===== config.mk =====
export PLATFORM = sky130hd
export DESIGN_NAME = cnt4_seq
export DESIGN_NICKNAME = d
export VERILOG_FILES = /design/src/rtl/cnt4_pkg.sv /design/src/rtl/cnt4_updn.sv /design/src/rtl/cnt4_seq.sv
export SDC_FILE = /design/constraint.sdc
export NUM_CORES = 1
export LEC_CHECK = 0
export ABC_CLOCK_PERIOD_IN_PS = 1600
export CORE_MARGIN = 3
export CORE_UTILIZATION = 40
export DETAILED_ROUTE_END_ITERATION = 16
export DONT_BUFFER_PORTS = 1
export HOLD_SLACK_MARGIN = 0.15
export PLACE_DENSITY = 0.67
export SYNTH_ARGS = -nofsm -noshare
export SYNTH_HDL_FRONTEND = slang
export SYNTH_SLANG_ARGS = --single-unit

===== constraint.sdc =====
create_clock -name B -period 1.6 [get_ports B]
set_input_delay 0.32 -clock B [delete_from_list [all_inputs] [get_ports B]]
set_output_delay 0.32 -clock B [all_outputs]
set_load 0.1 [all_outputs]

===== src/rtl/cnt4_pkg.sv =====
// Shared constants for the 4-bit counter sequencer: state encoding,
// direction codes and default widths.
package cnt4_pkg;

  localparam int WIDTH_DEF = 4;
  localparam int STEPW_DEF = 4;

  localparam logic [1:0] ST_IDLE = 2'b00;
  localparam logic [1:0] ST_RUN  = 2'b01;
  localparam logic [1:0] ST_FIN  = 2'b10;

  localparam logic DIR_UP = 1'b0;
  localparam logic DIR_DN = 1'b1;

endpackage


===== src/rtl/cnt4_updn.sv =====
// WIDTH-bit up/down counter register with load and enable; reports when
// the enabled step carries or borrows out of the register.
module cnt4_updn
  import cnt4_pkg::*;
#(
  parameter int WIDTH = WIDTH_DEF
) (
  input  logic             clk_i,
  input  logic             rst_i,
  input  logic             load_i,
  input  logic [WIDTH-1:0] load_val_i,
  input  logic             en_i,
  input  logic             dir_i,
  output logic [WIDTH-1:0] q_o,
  output logic             wrap_o
);

  logic [WIDTH-1:0] q_q, q_d;
  logic [WIDTH:0]   inc_w, dec_w;

  // One extra bit holds the carry/borrow; it is used for nothing but the wrap flag.
  assign inc_w = {1'b0, q_q} + (WIDTH+1)'(1);
  assign dec_w = {1'b0, q_q} - (WIDTH+1)'(1);

  always_comb begin
    q_d = q_q;
    if (load_i) begin
      q_d = load_val_i;
    end else if (en_i) begin
      q_d = (dir_i == DIR_DN) ? dec_w[WIDTH-1:0] : inc_w[WIDTH-1:0];
    end
  end

  assign wrap_o = en_i && !load_i && ((dir_i == DIR_DN) ? dec_w[WIDTH] : inc_w[WIDTH]);

  always_ff @(posedge clk_i or posedge rst_i) begin
    if (rst_i) begin
      q_q <= '0;
    end else begin
      q_q <= q_d;
    end
  end

  assign q_o = q_q;

endmodule


===== src/rtl/cnt4_seq.sv =====
// Sequencer for the 4-bit counter datapath: load a start value, step it
// up or down a programmed number of times, with pause, abort and status.
module cnt4_seq
  import cnt4_pkg::*;
#(
  parameter int WIDTH = WIDTH_DEF,
  parameter int STEPW = STEPW_DEF
) (
  input  logic             B,
  input  logic             C,
  input  logic             START,
  input  logic             DIR,
  input  logic [WIDTH-1:0] INIT,
  input  logic [STEPW-1:0] STEPS,
  input  logic             HOLD,
  input  logic             ABORT,
  output logic [WIDTH-1:0] Q,
  output logic [STEPW-1:0] REMAIN,
  output logic             BUSY,
  output logic             DONE,
  output logic             WRAP
);

  logic [1:0]       state_q, state_d;
  logic             dir_q, dir_d;
  logic [STEPW-1:0] remain_q, remain_d;
  logic             busy_q, done_q, wrap_q;
  logic             load_w, en_w, wrap_w;

  always_comb begin
    state_d  = state_q;
    dir_d    = dir_q;
    remain_d = remain_q;
    load_w   = 1'b0;
    en_w     = 1'b0;
    case (state_q)
      ST_IDLE: begin
        if (START && !ABORT) begin
          load_w   = 1'b1;
          dir_d    = DIR;
          remain_d = STEPS;
          state_d  = (STEPS == '0) ? ST_FIN : ST_RUN;
        end
      end
      ST_RUN: begin
        if (ABORT) begin
          remain_d = '0;
          state_d  = ST_IDLE;
        end else if (!HOLD) begin
          en_w     = 1'b1;
          remain_d = remain_q - STEPW'(1);
          if (remain_q == STEPW'(1)) begin
            state_d = ST_FIN;
          end
        end
      end
      ST_FIN: begin
        state_d = ST_IDLE;
      end
      default: begin
        remain_d = '0;
        state_d  = ST_IDLE;
      end
    endcase
  end

  cnt4_updn #(
    .WIDTH(WIDTH)
  ) u_updn (
    .clk_i     (B),
    .rst_i     (C),
    .load_i    (load_w),
    .load_val_i(INIT),
    .en_i      (en_w),
    .dir_i     (dir_q),
    .q_o       (Q),
    .wrap_o    (wrap_w)
  );

  // Status flags are derived from the next state so they line up with it.
  always_ff @(posedge B or posedge C) begin
    if (C) begin
      state_q  <= ST_IDLE;
      dir_q    <= DIR_UP;
      remain_q <= '0;
      busy_q   <= 1'b0;
      done_q   <= 1'b0;
      wrap_q   <= 1'b0;
    end else begin
      state_q  <= state_d;
      dir_q    <= dir_d;
      remain_q <= remain_d;
      busy_q   <= (state_d != ST_IDLE);
      done_q   <= (state_d == ST_FIN);
      wrap_q   <= wrap_w;
    end
  end

  assign REMAIN = remain_q;
  assign BUSY   = busy_q;
  assign DONE   = done_q;
  assign WRAP   = wrap_q;

endmodule

### Word-level counts from Yosys, hierarchy flattened

Cells that the tools add are included.
Widths: inputs -> output; s select.

| cells by class | value |
|---|---|
| add/sub/neg operators | 3 |
| muxes and demuxes | 19 |
| equal/unequal tests | 6 |
| bitwise operators | 1 |
| reductions and logical operators | 11 |

Operator list:

| cell | number |
|---|---|
| $mux 4 | 6 |
| $pmux 4 s3 | 1 |
| $mux 2 | 5 |
| $mux 1 | 6 |
| $add 4x1->5 const B | 1 |
| $sub 4x1->5 const B | 1 |
| $eq 2x2->1 const B | 2 |
| $eq 4x1->1 const B | 1 |
| $logic_not 4->1 | 1 |
| $pmux 2 s2 | 1 |
| $reduce_bool 2->1 | 2 |
| $sub 4x1->4 const B | 1 |
| $logic_and 1x1->1 | 3 |
| $ne 3x3->1 const B | 1 |
| $reduce_and 3->1 | 1 |
| $eq 2x1->1 const B | 1 |
| $logic_not 1->1 | 2 |
| $logic_not 2->1 | 1 |
| $ne 2x2->1 const B | 1 |
| $reduce_and 2->1 | 1 |
| $not 1->1 | 1 |

| storage, ports and cells | value |
|---|---|
| logic and storage cells | 47 |
| bits of input ports | 14 |
| output and inout port bits | 11 |
| flip-flop bits (word level) | 14 |

### Depth between registers and ports, before layout

| depth | value |
|---|---|
| depth after elaboration | 7 |
| mapped depth | 6 |
| depth with buffers taken out | 6 |

### Hierarchy

From an unflattened synthesis, not the netlist that was laid out.

| unflattened totals | value |
|---|---|
| cells, all modules | 90 |
| area, all modules | 908.4 sq um |

Modules (own cells, without submodules):

| module | area an instance (sq um) | times used | seq. area each (sq um) | cells an instance |
|---|---|---|---|---|
| cnt4_seq | 591.8 | 1 | 250.2 | 53 |
| cnt4_updn | 316.6 | 1 | 100.1 | 37 |

### Worst setup path after synthesis

OpenSTA, ideal clock, no wires.

| timing path | value |
|---|---|
| path kind | reg-to-reg |
| from | register remain_q[0] (netlist: REMAIN[0]) |
| to | register state_q[0] |
| required time | 1,478 ps |
| arrival time | 2,098 ps |
| slack | -620 ps |
| period minus slack after synthesis | 2,220 ps |
| cell stages (with the launch flop) | 4 |
| buffers on the path | 0 |
| setup time | 122 ps |
| path through | dfrtp_1 -> ha_1 -> or4b_2 -> a32o_1 |

| on the way | value |
|---|---|
| cells in the longest elaborated chain, start to end | 5 |

Ends and longest elaborated chain:

| what | RTL line | source |
|---|---|---|
| start: declaration | cnt4_seq.sv:26 | `logic [STEPW-1:0] remain_q, remain_d;` |
| start signal: assignment | cnt4_seq.sv:92 | `remain_q <= remain_d;` |
| $eq 4x1->1 | cnt4_seq.sv:52 | `if (remain_q == STEPW'(1)) begin` |
| $mux 2 | cnt4_seq.sv:52 |  |
| $mux 2 | cnt4_seq.sv:49 | `end else if (!HOLD) begin` |
| $mux 2 | cnt4_seq.sv:46 | `if (ABORT) begin` |
| $pmux 2 s2 | cnt4_seq.sv:36 | `case (state_q)` |
| via state_d[0] | cnt4_seq.sv:24 | `logic [1:0] state_q, state_d;` |
| end signal: assignment | cnt4_seq.sv:90 | `state_q <= state_d;` |
| end: declaration | cnt4_seq.sv:24 |  |

The timed path passes the listed nets, and every way through them passes these cells.
A chain may end at the register's enable or synchronous reset.

### Final worst setup path

| timing path | value |
|---|---|
| from | register state_q[1] |
| to | register u_updn.q_q[3] (netlist: u_updn.q_o[3]) |

| on the way | value |
|---|---|
| cells in the longest elaborated chain, start to end | 3 |
| elaborated cells on any way between the ends | 6 |
| classes of those cells | eq/ne: 1; mux: 3; reduce/logical: 2 |

Ends and longest elaborated chain:

| what | RTL line | source |
|---|---|---|
| $eq 2x1->1 / $logic_not 2->1 (equally long branches) | cnt4_seq.sv:36 |  |
| $mux 1 | cnt4_seq.sv:36 |  |
| $reduce_bool 2->1 (no line) / $mux 4 (equally long branches) | - |  |
| end signal: assignment | cnt4_updn.sv:40 | `q_q <= q_d;` |
| end: declaration | cnt4_updn.sv:18 | `logic [WIDTH-1:0] q_q, q_d;` |

Several ways; a longest one is shown, not always the timed one.

==> results.sh <==
export IMPL_fillers=186
export IMPL_post_cts_buffers=0
export IMPL_wl_um=1930
export IMPL_min_to="u_updn.q_o[0]"
export IMPL_share_clk_of_total_power_pct=11.4
export IMPL_rsz0062_at_grt="yes"
export IMPL_p_leak_nw=0.482
export IMPL_crit_fanout=6
export IMPL_htree_levels=1
export IMPL_die_w_um=52.6
export IMPL_std_cell_rows=16
export IMPL_swShare_pct=54.9
export IMPL_holdPathStages=2
export IMPL_finalCritPeriodShare_pct=96.4
export IMPL_internal_power_mw=0.992
export IMPL_worstReg2RegStart="state_q[1]"
export IMPL_reg2regPathDepth=4
export IMPL_grt_max_degree=15
export IMPL_setup_violations=0
export IMPL_tightest_slew_ns=0.544
export IMPL_yosysUniqueCellTypes=31
export IMPL_path_clk_slew_ns=0.08
export IMPL_cts_buffers=3
export IMPL_worstSetupPathType="flop to flop"
export IMPL_synth_edff_count=0
export IMPL_cp_start_kind="flop"
export IMPL_switchingPower_mw=1.21
export IMPL_ys_async_sr_fraction_pct=100
export IMPL_drc=0
export IMPL_synth_warnings=0
export IMPL_start_util_pct=43.4
export IMPL_dr_pass1_iters=4
export IMPL_synthCells=91
export IMPL_grtUsageTotal_pct=16.0
export IMPL_comb_power_share_pct=61.3
export IMPL_antenna_found_initial=0
export IMPL_root_buffer="clkbuf_4"
export IMPL_yosys_top_cells_count="dfrtp_1, nand2_1, nor2_1"
export IMPL_use_met1_pct=22.0
export IMPL_synth_largest_area_cell="dfrtp_1"
export IMPL_power_mw=2.20
export IMPL_gp_congestion=0.780
export IMPL_required_ns=1.82
export IMPL_hold_path_class="primary input to flop"
export IMPL_crit_chain="or4b_1, buf_4, a21oi_1, o22a_1"
export IMPL_viasPerCell=5.16
export IMPL_drive_gt1_share_pct=31.5
export IMPL_finClkSkew_ns=0.00224
export IMPL_port_buffers=0
export IMPL_fp_coreArea_mm2=0.00200
export IMPL_drt_initial_drc_count=12
export IMPL_holdCritStartpoint="INIT[0]"
export IMPL_syn_nets=109
export IMPL_pin_count=25
export IMPL_vias=712
export IMPL_avgSynthCellArea_um2=9.56
export IMPL_overflow=0
export IMPL_cts_tree="done"
export IMPL_insertion_delay_ns=0.28
export IMPL_yosysMostFrequentCell="dfrtp_1"
export IMPL_reg2reg_slack_ns=0.06
export IMPL_finalMaxSlewViolations=0
export IMPL_maxCapViolCount=0
export IMPL_dieArea_mm2=0.00277
export IMPL_max_freq_mhz=648
export IMPL_synth_flop_cell="dfrtp_1"
export IMPL_grt_pass1_vias=677
export IMPL_critPathSlowestCell="or4b_1"
export IMPL_power_density_mw_per_mm2=2020
export IMPL_max_slew_margin_pct=63.7
export IMPL_syn_cell_area_um2=870
export IMPL_r2r_end="u_updn.q_o[3]"
export IMPL_ys_ff_latch=14
export IMPL_avgRoutedWirePerCell_um=14.0
export IMPL_p_seq_share_pct=27.4
export IMPL_grt_first_pass_wirelength_um=3230
export IMPL_die_h_um=52.6
export IMPL_fin_nets=130
export IMPL_arrival_ns=1.77
export IMPL_crit_path_end_kind="flop"
export IMPL_final_util_pct=54.5
export IMPL_grtUsageMet3_pct=7.98
export IMPL_period_needed_ns=1.54
export IMPL_synth_area_leaders="dfrtp_1, ha_1, mux2i_1, nand2_1, nor2_1"
export IMPL_grt_busiest_layer="met2"
export IMPL_outcome="completed"
export IMPL_dp_hpwl_um=1520
export IMPL_area_growth_pct=25.5
export IMPL_ys_seq_area_share_pct=40.3
export IMPL_grtUsageMet2_pct=22.3
export IMPL_slowest_delay_ns=0.57
export IMPL_cts_buffer_depth=2
export IMPL_final_hold_viol_count=0
export IMPL_vdd_drop_max_mv=0.930
export IMPL_antenna_cells=0
export IMPL_cts_sinks=14
export IMPL_synth_top_area_share_pct=40.3
export IMPL_antenna_left=0
==> logic make-up after synthesis <==
group                    synth area share (%)
AND/OR/NAND/NOR                          22.6
flip-flops                               40.3
adder cells (fa/ha/maj)                  5.76
multiplexers                             4.60
XOR/XNOR                                 3.02
AO/OA/AOI/OAI                            16.5
buffers and inverters                    7.19
==> power groups by stage <==
stage / logic (mW) / clock network [mW] / registers [mW]
2_1_floorplan: 0.411 / 0 / 1.27
3_3_place_gp: 1.31 / 0 / 0.606
3_5_place_dp: 1.34 / 0 / 0.609
4_1_cts: 1.35 / 0.261 / 0.600
5_1_grt: 1.43 / 0.286 / 0.620
6_report: 1.35 / 0.250 / 0.602
==> repair_timing <==
| item | 4_1_cts | 5_1_grt |
|---|---|---|
| resized for setup | 0 | 2 |
| endpoints found under the hold margin | 16 | 0 |
| endpoints found under the setup margin | 0 | 5 |
| hold buffers | 3 | 0 |
==> critical path, delay by kind of cell, from the launching register on <==
kind,cells,cell delay [ns]
buf+inv,1,0.19
flops,1,0.45
compound gates,2,0.28
simple gates,1,0.57
==> state kept, by name, summed over array words and instances (netlist names) <==
signal      count
REMAIN          4
u_updn.q_o      4
state_q         2
BUSY            1
DONE            1
WRAP            1
dir_q           1
==> through the flow <==
stage               TNS, ns  hold slack, ns  area, um2  worst slack, ns  instances
CTS                       0           0.152       1080           0.0472        138
floorplan           -0.0630           0.209        887          -0.0630         91
global route        -0.0144           0.163       1090          -0.0120        138
finish                    0           0.159       1090           0.0570        138
global placement          0           0.287       1020           0.0999        131
detailed placement        0           0.287       1020           0.0609        131
==> layer usage <==
| layer | wire length [um] | part of all wire, % |
|---|---|---|
| met4 | 12 | 0.62 |
| met5 | 0 | 0 |
| met1 | 834 | 43 |
| met2 | 914 | 47 |
| met3 | 167 | 8.7 |
==> cell usage in the layout (no fill, tap or decap) <==
master,instances
buf_4,18
nand2_1,10
nor2_1,8
dfrtp_1,6
dfrtp_2,6
o21ai_0,5
inv_1,5
mux2i_1,4
a21oi_1,4
ha_1,4
nor3_1,3
o22ai_1,3
o31ai_1,3
xnor2_1,3
clkbuf_4,3
dlygate4sd3_1,3
dfrtp_4,2
nor2b_1,2
a31oi_1,2
o22a_1,2
or3b_2,1
nor4b_4,1
a21oi_4,1
or3b_1,1
nand2b_1,1
a2bb2oi_1,1
or4b_1,1
and2b_1,1
inv_2,1
or4b_4,1
or4_1,1
a32o_1,1
nor4bb_1,1
nor4b_1,1
clkbuf_8,1
==> worst max path at each step <==
stage                     startpoint            end  cells past startpoint
after floorplan            REMAIN[1]     state_q[0]                      4
after global placement    state_q[1]      REMAIN[3]                      4
after detailed placement  state_q[1]      REMAIN[3]                      4
after CTS                 state_q[1]      REMAIN[3]                      4
after global routing      state_q[1]  u_updn.q_o[3]                      4
final                     state_q[1]  u_updn.q_o[3]                      4
==> final cells by class <==
cell class                      count  area, um2  share of cell area, %
Tap cell                           27       33.8                   3.10
Multi-Input combinational cell     66        468                   42.9
Clock buffer                        4       36.3                   3.33
Inverter                            6       22.5                   2.06
Timing Repair Buffer               21        165                   15.1
Sequential cell                    14        365                   33.5
No activity file was read; power rests on OpenSTA's default activity.
